**src/rtl/mem_dma_pkg.sv**
```systemverilog
// Shared definitions for the memory DMA block: width defaults, state
// encoding and a small state-classification helper.
package mem_dma_pkg;

  localparam int DATA_W_DEF = 16;
  localparam int ADDR_W_DEF = 16;

  typedef enum logic [1:0] {
    ST_IDLE  = 2'd0,
    ST_READ  = 2'd1,
    ST_WRITE = 2'd2,
    ST_DONE  = 2'd3
  } state_e;

  // True in the states that own the RAM port.
  function automatic logic is_xfer(input state_e s);
    return (s == ST_READ) || (s == ST_WRITE);
  endfunction

endpackage

```
**src/rtl/mem_dma.sv**
```systemverilog
// Word-at-a-time DMA engine on RAM port B: copies src->dst (READ/WRITE per
// word) or fills dst with a constant (one WRITE per word).
module mem_dma
  import mem_dma_pkg::*;
#(
  parameter int DATA_W = DATA_W_DEF,
  parameter int ADDR_W = ADDR_W_DEF
) (
  input  logic              clock,
  input  logic              reset,
  input  logic              start,
  input  logic              fill,
  input  logic [ADDR_W-1:0] src,
  input  logic [ADDR_W-1:0] dst,
  input  logic [ADDR_W-1:0] len,
  input  logic [DATA_W-1:0] fill_value,
  input  logic              abort,
  output logic              busy,
  output logic              done,
  output logic [ADDR_W-1:0] mem_address,
  output logic [DATA_W-1:0] mem_write_data,
  output logic              mem_write_enable,
  input  logic [DATA_W-1:0] mem_read_data
);

  state_e              state_q, state_d;
  logic [ADDR_W-1:0]   src_ptr_q, src_ptr_d;
  logic [ADDR_W-1:0]   dst_ptr_q, dst_ptr_d;
  logic [ADDR_W-1:0]   remaining_q, remaining_d;
  logic                fill_q, fill_d;
  logic [DATA_W-1:0]   fill_value_q, fill_value_d;
  logic [DATA_W-1:0]   data_q, data_d;
  logic                busy_q, busy_d;
  logic                done_q, done_d;
  logic [ADDR_W-1:0]   mem_address_q, mem_address_d;
  logic [DATA_W-1:0]   mem_write_data_q, mem_write_data_d;
  logic                mem_write_enable_q, mem_write_enable_d;

  // Next-state and next-output logic; outputs are derived from state_d so the
  // registered port values line up with the state they belong to.
  always_comb begin
    state_d      = state_q;
    src_ptr_d    = src_ptr_q;
    dst_ptr_d    = dst_ptr_q;
    remaining_d  = remaining_q;
    fill_d       = fill_q;
    fill_value_d = fill_value_q;
    data_d       = data_q;

    case (state_q)
      ST_IDLE: begin
        if (start) begin
          if (len != {ADDR_W{1'b0}}) begin
            src_ptr_d    = src;
            dst_ptr_d    = dst;
            remaining_d  = len;
            fill_d       = fill;
            fill_value_d = fill_value;
            state_d      = fill ? ST_WRITE : ST_READ;
          end else begin
            state_d = ST_DONE;
          end
        end else begin
          state_d = ST_IDLE;
        end
      end
      ST_READ: begin
        // RAM presented the word on the falling edge of this cycle.
        data_d  = mem_read_data;
        state_d = abort ? ST_DONE : ST_WRITE;
      end
      ST_WRITE: begin
        src_ptr_d   = src_ptr_q + ADDR_W'(1);
        dst_ptr_d   = dst_ptr_q + ADDR_W'(1);
        remaining_d = remaining_q - ADDR_W'(1);
        if (abort || (remaining_q == ADDR_W'(1))) begin
          state_d = ST_DONE;
        end else if (fill_q) begin
          state_d = ST_WRITE;
        end else begin
          state_d = ST_READ;
        end
      end
      ST_DONE: begin
        state_d = ST_IDLE;
      end
      default: begin
        state_d = ST_IDLE;
      end
    endcase

    busy_d             = (state_d != ST_IDLE);
    done_d             = (state_d == ST_DONE);
    mem_write_enable_d = (state_d == ST_WRITE);

    case (state_d)
      ST_READ:  mem_address_d = src_ptr_d;
      ST_WRITE: mem_address_d = dst_ptr_d;
      default:  mem_address_d = {ADDR_W{1'b0}};
    endcase

    if (state_d == ST_WRITE) begin
      mem_write_data_d = fill_d ? fill_value_d : data_d;
    end else begin
      mem_write_data_d = {DATA_W{1'b0}};
    end
  end

  // State and output registers with synchronous active-low reset.
  always_ff @(posedge clock) begin
    if (!reset) begin
      state_q            <= ST_IDLE;
      src_ptr_q          <= {ADDR_W{1'b0}};
      dst_ptr_q          <= {ADDR_W{1'b0}};
      remaining_q        <= {ADDR_W{1'b0}};
      fill_q             <= 1'b0;
      fill_value_q       <= {DATA_W{1'b0}};
      data_q             <= {DATA_W{1'b0}};
      busy_q             <= 1'b0;
      done_q             <= 1'b0;
      mem_address_q      <= {ADDR_W{1'b0}};
      mem_write_data_q   <= {DATA_W{1'b0}};
      mem_write_enable_q <= 1'b0;
    end else begin
      state_q            <= state_d;
      src_ptr_q          <= src_ptr_d;
      dst_ptr_q          <= dst_ptr_d;
      remaining_q        <= remaining_d;
      fill_q             <= fill_d;
      fill_value_q       <= fill_value_d;
      data_q             <= data_d;
      busy_q             <= busy_d;
      done_q             <= done_d;
      mem_address_q      <= mem_address_d;
      mem_write_data_q   <= mem_write_data_d;
      mem_write_enable_q <= mem_write_enable_d;
    end
  end

  assign busy             = busy_q;
  assign done             = done_q;
  assign mem_address      = mem_address_q;
  assign mem_write_data   = mem_write_data_q;
  assign mem_write_enable = mem_write_enable_q;

endmodule

```
**config.mk**
```make
export PLATFORM = sky130hd
export DESIGN_NAME = mem_dma
export DESIGN_NICKNAME = d
export VERILOG_FILES = /design/src/rtl/mem_dma_pkg.sv /design/src/rtl/mem_dma.sv
export SDC_FILE = /design/constraint.sdc
export NUM_CORES = 1
export LEC_CHECK = 0
export BUFFER_PORTS_ARGS = -buffer_cell sky130_fd_sc_hd__buf_2
export CORE_ASPECT_RATIO = 0.9
export CORE_MARGIN = 5
export CORE_UTILIZATION = 41
export CTS_BUF_LIST = sky130_fd_sc_hd__clkbuf_16
export DETAILED_ROUTE_END_ITERATION = 8
export GPL_ROUTABILITY_DRIVEN = 0
export PLACE_DENSITY = 0.64
export SYNTH_ARGS = -nofsm -noshare
export SYNTH_HDL_FRONTEND = slang
export SYNTH_SLANG_ARGS = --single-unit
```
**constraint.sdc**
```tcl
create_clock -name clock -period 3.9 [get_ports clock]
set_input_delay 0.39 -clock clock [delete_from_list [all_inputs] [get_ports clock]]
set_output_delay 0.39 -clock clock [all_outputs]
set_load 0.01 [all_outputs]
```
==> flow_summary_export.csv, run 1 <==
group,metric,value,unit
status,status,"finished clean",
power,p_per_area,530,mW/mm²
global_route,grt_max_degree,68,
worst_setup_path,crit_top_cell,"o22ai_1",
worst_hold_path,holdCritPathClass,"input pin to register",
timing,finalCriticalPeriod,3.08,ns
layout,area.growth.synth_to_final,22.6,%
global_route,overflow,0,
floorplan,ios,120,
yosys,synth_top_area_cell,"dfxtp_1",
timing,hold-worst-slack,0.226,ns
worst_setup_path,worstReg2RegEnd,"mem_address[13]",
worst_setup_path,worstSetupPathType,"input pin to register",
power,power.leakage,2.85,nW
cts,cts_buffers,17,
layout,antenna_cells,0,
worst_setup_path,crit_path_start_kind,"input pin",
worst_setup_path,cp.depth,10,
floorplan,initial_core_util,41.7,%
placed_design,pre_cts_slack,0.508,ns
yosys,yosysTopAreaCellShare,40.6,%
global_route,track_usage,22.5,%
floorplan,std_cell_rows,41,
routing,ant_nets,0,
placed_design,dp.final_hpwl,12600,µm
floorplan,die_h,123,µm
floorplan,core_area,0.0140,mm²
routing,drc,0,
yosys,synth_nets,770,
worst_setup_path,crit_fanout,6,
yosys,yosys-top-cells-area,"dfxtp_1 (41%), nor2_1 (4.4%), nand2_1 (4.2%)",
yosys,syn_inst,676,
worst_setup_path,ff2ff_setup_slack,0.89,ns
timing,relSlewSlack,22.6,%
worst_setup_path,crit_path_top_delay_cell,"or4_1",
yosys,ys_ff_latch,118,
timing,hold_viol_final,0,
routing,via_count,5800,
cts,tritoncts,"done",
worst_setup_path,cpPeakStageDelay,0.64,ns
timing,fin_crit_sh,79.0,%
global_route,antenna_found_initial,2,
yosys,synth_edf_count,0,
layout,post-route-util,51.2,%
yosys,syn-cell-area,0.00582,mm²
global_route,grt_first_pass_wirelength,29200,µm
routing,vias_per_cell,5.89,
worst_setup_path,path_delay_family,"simple AND/OR/NAND/NOR gates",
worst_setup_path,worstPathArrival,3.43,ns
timing,worstMarginPinSlew,1.16,ns
timing,rsz0062_at_grt,"false",
yosys,yosysWarnings,0,
worst_setup_path,crit_path_cell_trace,"buf_2 -> or4_1 -> o41ai_1 -> a21oi_1 -> o22ai_1 -> ha_1 -> nor2_1 -> and2_0 -> o2111ai_1 -> o22ai_1",
timing,clock-skew-final,0.00937,ns
worst_setup_path,worstRegToRegCells,10,
worst_setup_path,rr_startpoint,"remaining_q[2]",
routing,routed_wl,18600,µm
cts,post_cts_buffers,0,
routing,wire_per_inst,18.8,µm
cts,ctsHoldBuffers,0,
routing,dr.pass1.iters,6,
power,irDropWorstVdd,349,µV
timing,slew_violations,0,
timing,setup_viol,0,
cts,clk_pin_slew,0.06,ns
routing,drtIter0Drc,558,
worst_setup_path,crit_end,"mem_address[13]",
yosys,synthArstFlopShare,0,%
yosys,synthFlopType,"dfxtp_1",
flow_run,drv_cap,0,
yosys,synth.avg_cell_area,8.61,µm²
worst_setup_path,crit_required,4.25,ns
yosys,yosysUniqueCellTypes,75,
timing,setup_ws,0.817,ns
cts,insertion_delay,0.42,ns
cts,cts_max_path_buffers,2,
cts,cts.repair.resized,0,
global_route,grt_pass1_vias,5641,
layout,layout.nets,873,
floorplan,dieArea,0.0167,mm²
cts,clock-sinks,118,
cts,cts_max_level,4,
worst_setup_path,critPathBufInv,1,
yosys,seq_area_frac_synth,40.6,%
layout,drive_above_1_share,23.7,%
worst_setup_path,crit_start,"len[11]",
timing,fmax,0.324,GHz
worst_setup_path,worstSetupEndpointType,"register",
timing,fin_tns_setup,0,ns
floorplan,die_w,136,µm
placed_design,io_buffers,119,
cts,cts_root_buffer,"clkbuf_16",
power,finalPower,0.00378,W
==> state kept, by name, indices dropped and copies added (netlist names) <==
| register | flops |
|---|---|
| fill_value_q | 16 |
| done | 1 |
| src_ptr_q | 16 |
| dst_ptr_q | 16 |
| state_q | 2 |
| remaining_q | 16 |
| mem_write_data | 16 |
| data_q | 16 |
| busy | 1 |
| mem_address | 16 |
| mem_write_enable | 1 |
| fill_q | 1 |
==> cells by family (layout without fill, tap and decap cells) <==
logic type | Yosys count | after routing | synth area share, %
buf+inv | 57 | 173 | 4.36
mux | 22 | 22 | 3.80
flops | 118 | 118 | 40.6
xor+xnor | 2 | 2 | 0.301
simple gates | 284 | 284 | 25.1
compound gates | 184 | 184 | 23.9
fa+ha+maj | 9 | 9 | 1.93
==> power breakdown <==
group	internal [W]	leakage [nW]	total [W]	switching, W
Clock	0.000994	0.281	0.00157	0.000576
Sequential	0.00133	0.967	0.00144	0.000112
Combinational	0.000297	1.61	0.000772	0.000475
Total	0.00262	2.85	0.00378	0.00116
==> final cells by class <==
type	instances	area (µm²)
clock inverter	15	163
fill	1359	6810
timing repair buffer	131	686
multi-input combinational	501	3230
clock buffer	17	425
tap	193	241
inverter	10	37.5
sequential	118	2360
==> worst min-delay path by stage <==
stage / startpoint / cells after the start / end / slack [ns]
floorplan: fill_value_q[0] / 2 / fill_value_q[0] / 0.44
global placement: fill_value_q[11] / 2 / fill_value_q[11] / 0.44
detailed placement: fill_value_q[1] / 2 / fill_value_q[1] / 0.45
CTS: fill_value[9] / 3 / fill_value_q[9] / 0.21
global route: fill_value[10] / 3 / fill_value_q[10] / 0.22
finish: fill_value[9] / 3 / fill_value_q[9] / 0.23
==> stage by stage <==
| step | area (µm²) | instances |
|---|---|---|
| after global placement | 6550 | 953 |
| final | 7140 | 985 |
| after detailed placement | 6550 | 953 |
| after CTS | 7140 | 985 |
| after global routing | 7140 | 985 |
| after floorplan | 5820 | 676 |
==> per-layer routing <==
layer	track usage [%]	up-vias	wire (µm)
li1	-	2769	-
met5	0	-	21
met4	10.3	4	517
met3	5.82	46	1470
met1	28.4	2722	8070
met2	36.2	259	8480
==> Yosys cell counts (4+ instances only) <==
library cell	n
dfxtp_1	118
nor2_1	69
nand2_1	65
a21oi_1	37
clkbuf_1	29
nor3_1	27
o21ai_0	25
mux2i_1	21
and3_1	19
nand3_1	19
nor3b_1	18
o22ai_1	15
nand4_1	12
o221ai_1	11
nor4_1	10
a2111oi_1	9
and2_1	9
ha_1	9
buf_2	8
inv_1	8
a2111oi_2	7
a31oi_1	7
or4_1	7
a211oi_1	6
o21a_1	6
and4_1	5
buf_1	5
o31ai_1	5
nand2b_1	4
o211ai_1	4
o22a_1	4
or2_2	4
or3_1	4
==> tightest hold or removal path, stage by stage <==
cell	delay (ns)
buf_2	0.10
nand2_1	0.05
a21oi_1	0.05
==> placed cells by master (no fill, tap or decap), types with 6 or more instances in the layout <==
cell,synthesis,routed
o21ai_0,25,25
a2111oi_1,9,9
buf_4,2,12
o21a_1,6,6
clkbuf_16,0,17
clkinv_1,2,6
nor2_1,69,68
o22ai_1,15,15
dfxtp_1,118,118
inv_1,8,8
buf_2,8,119
nand2_1,65,65
nor3_1,27,27
nor4_1,10,10
nand4_1,12,12
a211oi_1,6,6
a21oi_1,37,37
nand3_1,19,19
and2_1,9,9
ha_1,9,9
and3_1,19,19
mux2i_1,21,21
a31oi_1,7,7
a2111oi_2,7,7
or4_1,7,7
o221ai_1,11,11
nor3b_1,18,18
Note: power is estimated with default switching activity, not from simulation.
==> run 2, diff against run 1 <==
==> constraint.sdc (replaced) <==
create_clock -name clock -period 2.9 [get_ports clock]
set_input_delay 0.29 -clock clock [delete_from_list [all_inputs] [get_ports clock]]
set_output_delay 0.29 -clock clock [all_outputs]
set_load 0.01 [all_outputs]
==> run 2 against run 1 <==
- clock power increased by 25%
- core utilization increased by 2.5 points
- cell count increased by 4.4%
- flip-flop and latch count unchanged
- clock skew decreased by 0.0018 ns
- critical path depth increased by 1
- via count increased by 4.5%
- clock-buffer cell count unchanged
- worst hold slack got worse by 0.099 ns
- sequential power increased by 35%
- critical path type unchanged
- critical endpoint is now mem_address[15]
- largest power group unchanged
- highest routed layer is now met4
==> flow_summary_export.csv, run 2 (same netlist as run 1, synthesis figures left out) <==
group,metric,value,unit
routing,routed_wl,19200,µm
layout,final_cell_mix,"buf_2 (119), dfxtp_1 (118), nor2_1 (67)",
power,clockPowerShare,38.7,%
timing,fin_crit_sh,92.8,%
power,p_int,0.00345,W
layout,final_common_cell,"buf_2",
routing,met3_length,1400,µm
routing,dr.pass1.iters,6,
timing,rsz0062_at_grt,"false",
worst_setup_path,crit_path_start_kind,"input pin",
routing,highest_layer,"met4",
cts,insertion_delay,0.42,ns
power,power.leakage,3.06,nW
floorplan,ios,120,
status,status,"finished clean",
floorplan,die_w,136,µm
placed_design,io_buffers,119,
cts,cts_max_path_buffers,2,
routing,drc,0,
global_route,grt_max_degree,68,
worst_setup_path,ff2ff_setup_slack,0.23,ns
power,pwr-share-comb,23.0,%
layout,nFillCells,1292,
floorplan,initial_core_util,41.7,%
global_route,overflow,0,
worst_setup_path,worstSetupPathType,"input pin to register",
timing,setup_ws,0.209,ns
routing,route.met2.wl,8880,µm
floorplan,dieArea,0.0167,mm²
timing,worstMarginPinSlew,1.18,ns
cts,cts_buffers,17,
floorplan,std_cell_rows,41,
timing,finalCriticalPeriod,2.69,ns
worst_setup_path,crit_fanout,5,
timing,setup_viol,0,
cts,cts_max_level,4,
cts,clock-sinks,118,
placed_design,pre_cts_slack,-0.393,ns
layout,antenna_cells,0,
cts,post_cts_buffers,0,
layout,drive_above_1_share,28.6,%
cts,clk_pin_slew,0.06,ns
routing,met1_length,8340,µm
power,finalPower,0.00506,W
timing,hold-worst-slack,0.127,ns
worst_setup_path,worstPathArrival,3.02,ns
global_route,grt_pass1_vias,5837,
routing,drtIter0Drc,554,
global_route,antenna_found_initial,0,
power,switching_share,31.8,%
routing,wire_per_inst,18.6,µm
timing,relSlewSlack,21.0,%
timing,slew_violations,0,
cts,cts_root_buffer,"clkbuf_16",
flow_run,drv_cap,0,
timing,clock-skew-final,0.00754,ns
power,power.net_switching,0.00161,W
cts,tritoncts,"done",
floorplan,die_h,123,µm
worst_setup_path,worstSetupEndpointType,"register",
timing,fmax,0.372,GHz
global_route,track_usage,22.8,%
timing,hold_viol_final,0,
layout,layout.nets,916,
layout,finalInstanceArea,0.00749,mm²
routing,via_count,6061,
power,p_per_area,675,mW/mm²
placed_design,dp.final_hpwl,13400,µm
floorplan,core_area,0.0140,mm²
power,power_frac_seq,38.3,%
global_route,grt_first_pass_wirelength,29800,µm
routing,ant_nets,0,
routing,vias_per_cell,5.90,
power,irDropWorstVdd,495,µV
layout,area.growth.synth_to_final,28.7,%
placed_design,placed_cell_area,0.00691,mm²
worst_hold_path,holdCritPathClass,"input pin to register",
worst_setup_path,crit_required,3.23,ns
run 2: power groups by stage:
stage	logic [W]	clock network, W	registers [W]
2_1_floorplan	0.000699	0	0.00194
3_3_place_gp	0.00111	0	0.00195
3_5_place_dp	0.00114	0	0.00196
4_1_cts	0.00115	0.00198	0.00193
5_1_grt	0.00127	0.00207	0.00196
6_report	0.00116	0.00196	0.00194
run 2: layout make-up:
cell class / instances / area (µm²) / share of cell area (%)
Clock inverter: 15 / 129 / 1.72
Multi-Input combinational cell: 501 / 3250 / 43.4
Sequential cell: 118 / 2360 / 31.5
Clock buffer: 17 / 425 / 5.68
Inverter: 10 / 37.5 / 0.501
Tap cell: 193 / 241 / 3.22
Timing Repair Buffer: 174 / 1050 / 14.0
run 2: worst max-delay path, cell delays in order:
cell,delay [ns]
buf_2,0.12
or4_4,0.55
o41ai_2,0.45
nand3_1,0.12
a21oi_1,0.20
nor2_1,0.09
ha_1,0.31
nor2_2,0.18
nand2_1,0.10
or4_1,0.53
o31ai_1,0.07
run 2: path summary, 6_finish.rpt:
path,from,endpoint,depth (start not counted)
max,len[0],mem_address[15],11
min,fill_value[9],fill_value_q[9],3
max reg2reg,remaining_q[12],mem_address[15],10
min reg2reg,fill_value_q[10],fill_value_q[10],2
run 2: layer usage:
layer | GRT usage, % | vias up
met1 | 29.6 | 2880
met4 | 10.3 | 0
met2 | 36.3 | 277
met5 | 0 | -
li1 | - | 2849
met3 | 5.37 | 55
run 2: what timing repair did:
| item | in CTS | in global routing |
|---|---|---|
| hold endpoints to repair | 0 | 0 |
| hold buffers | 0 | 0 |
| endpoints found under the setup margin | 0 | 11 |
| gates resized for setup | 0 | 5 |
run 2: metrics by stage:
stage	std cells	utilization [%]	setup TNS [ns]
final	1028	53.7	0
after global placement	996	49.5	-1.88
after floorplan	676	-	0
after CTS	1028	53.5	0
after detailed placement	996	49.5	-3.33
after global routing	1028	53.7	0
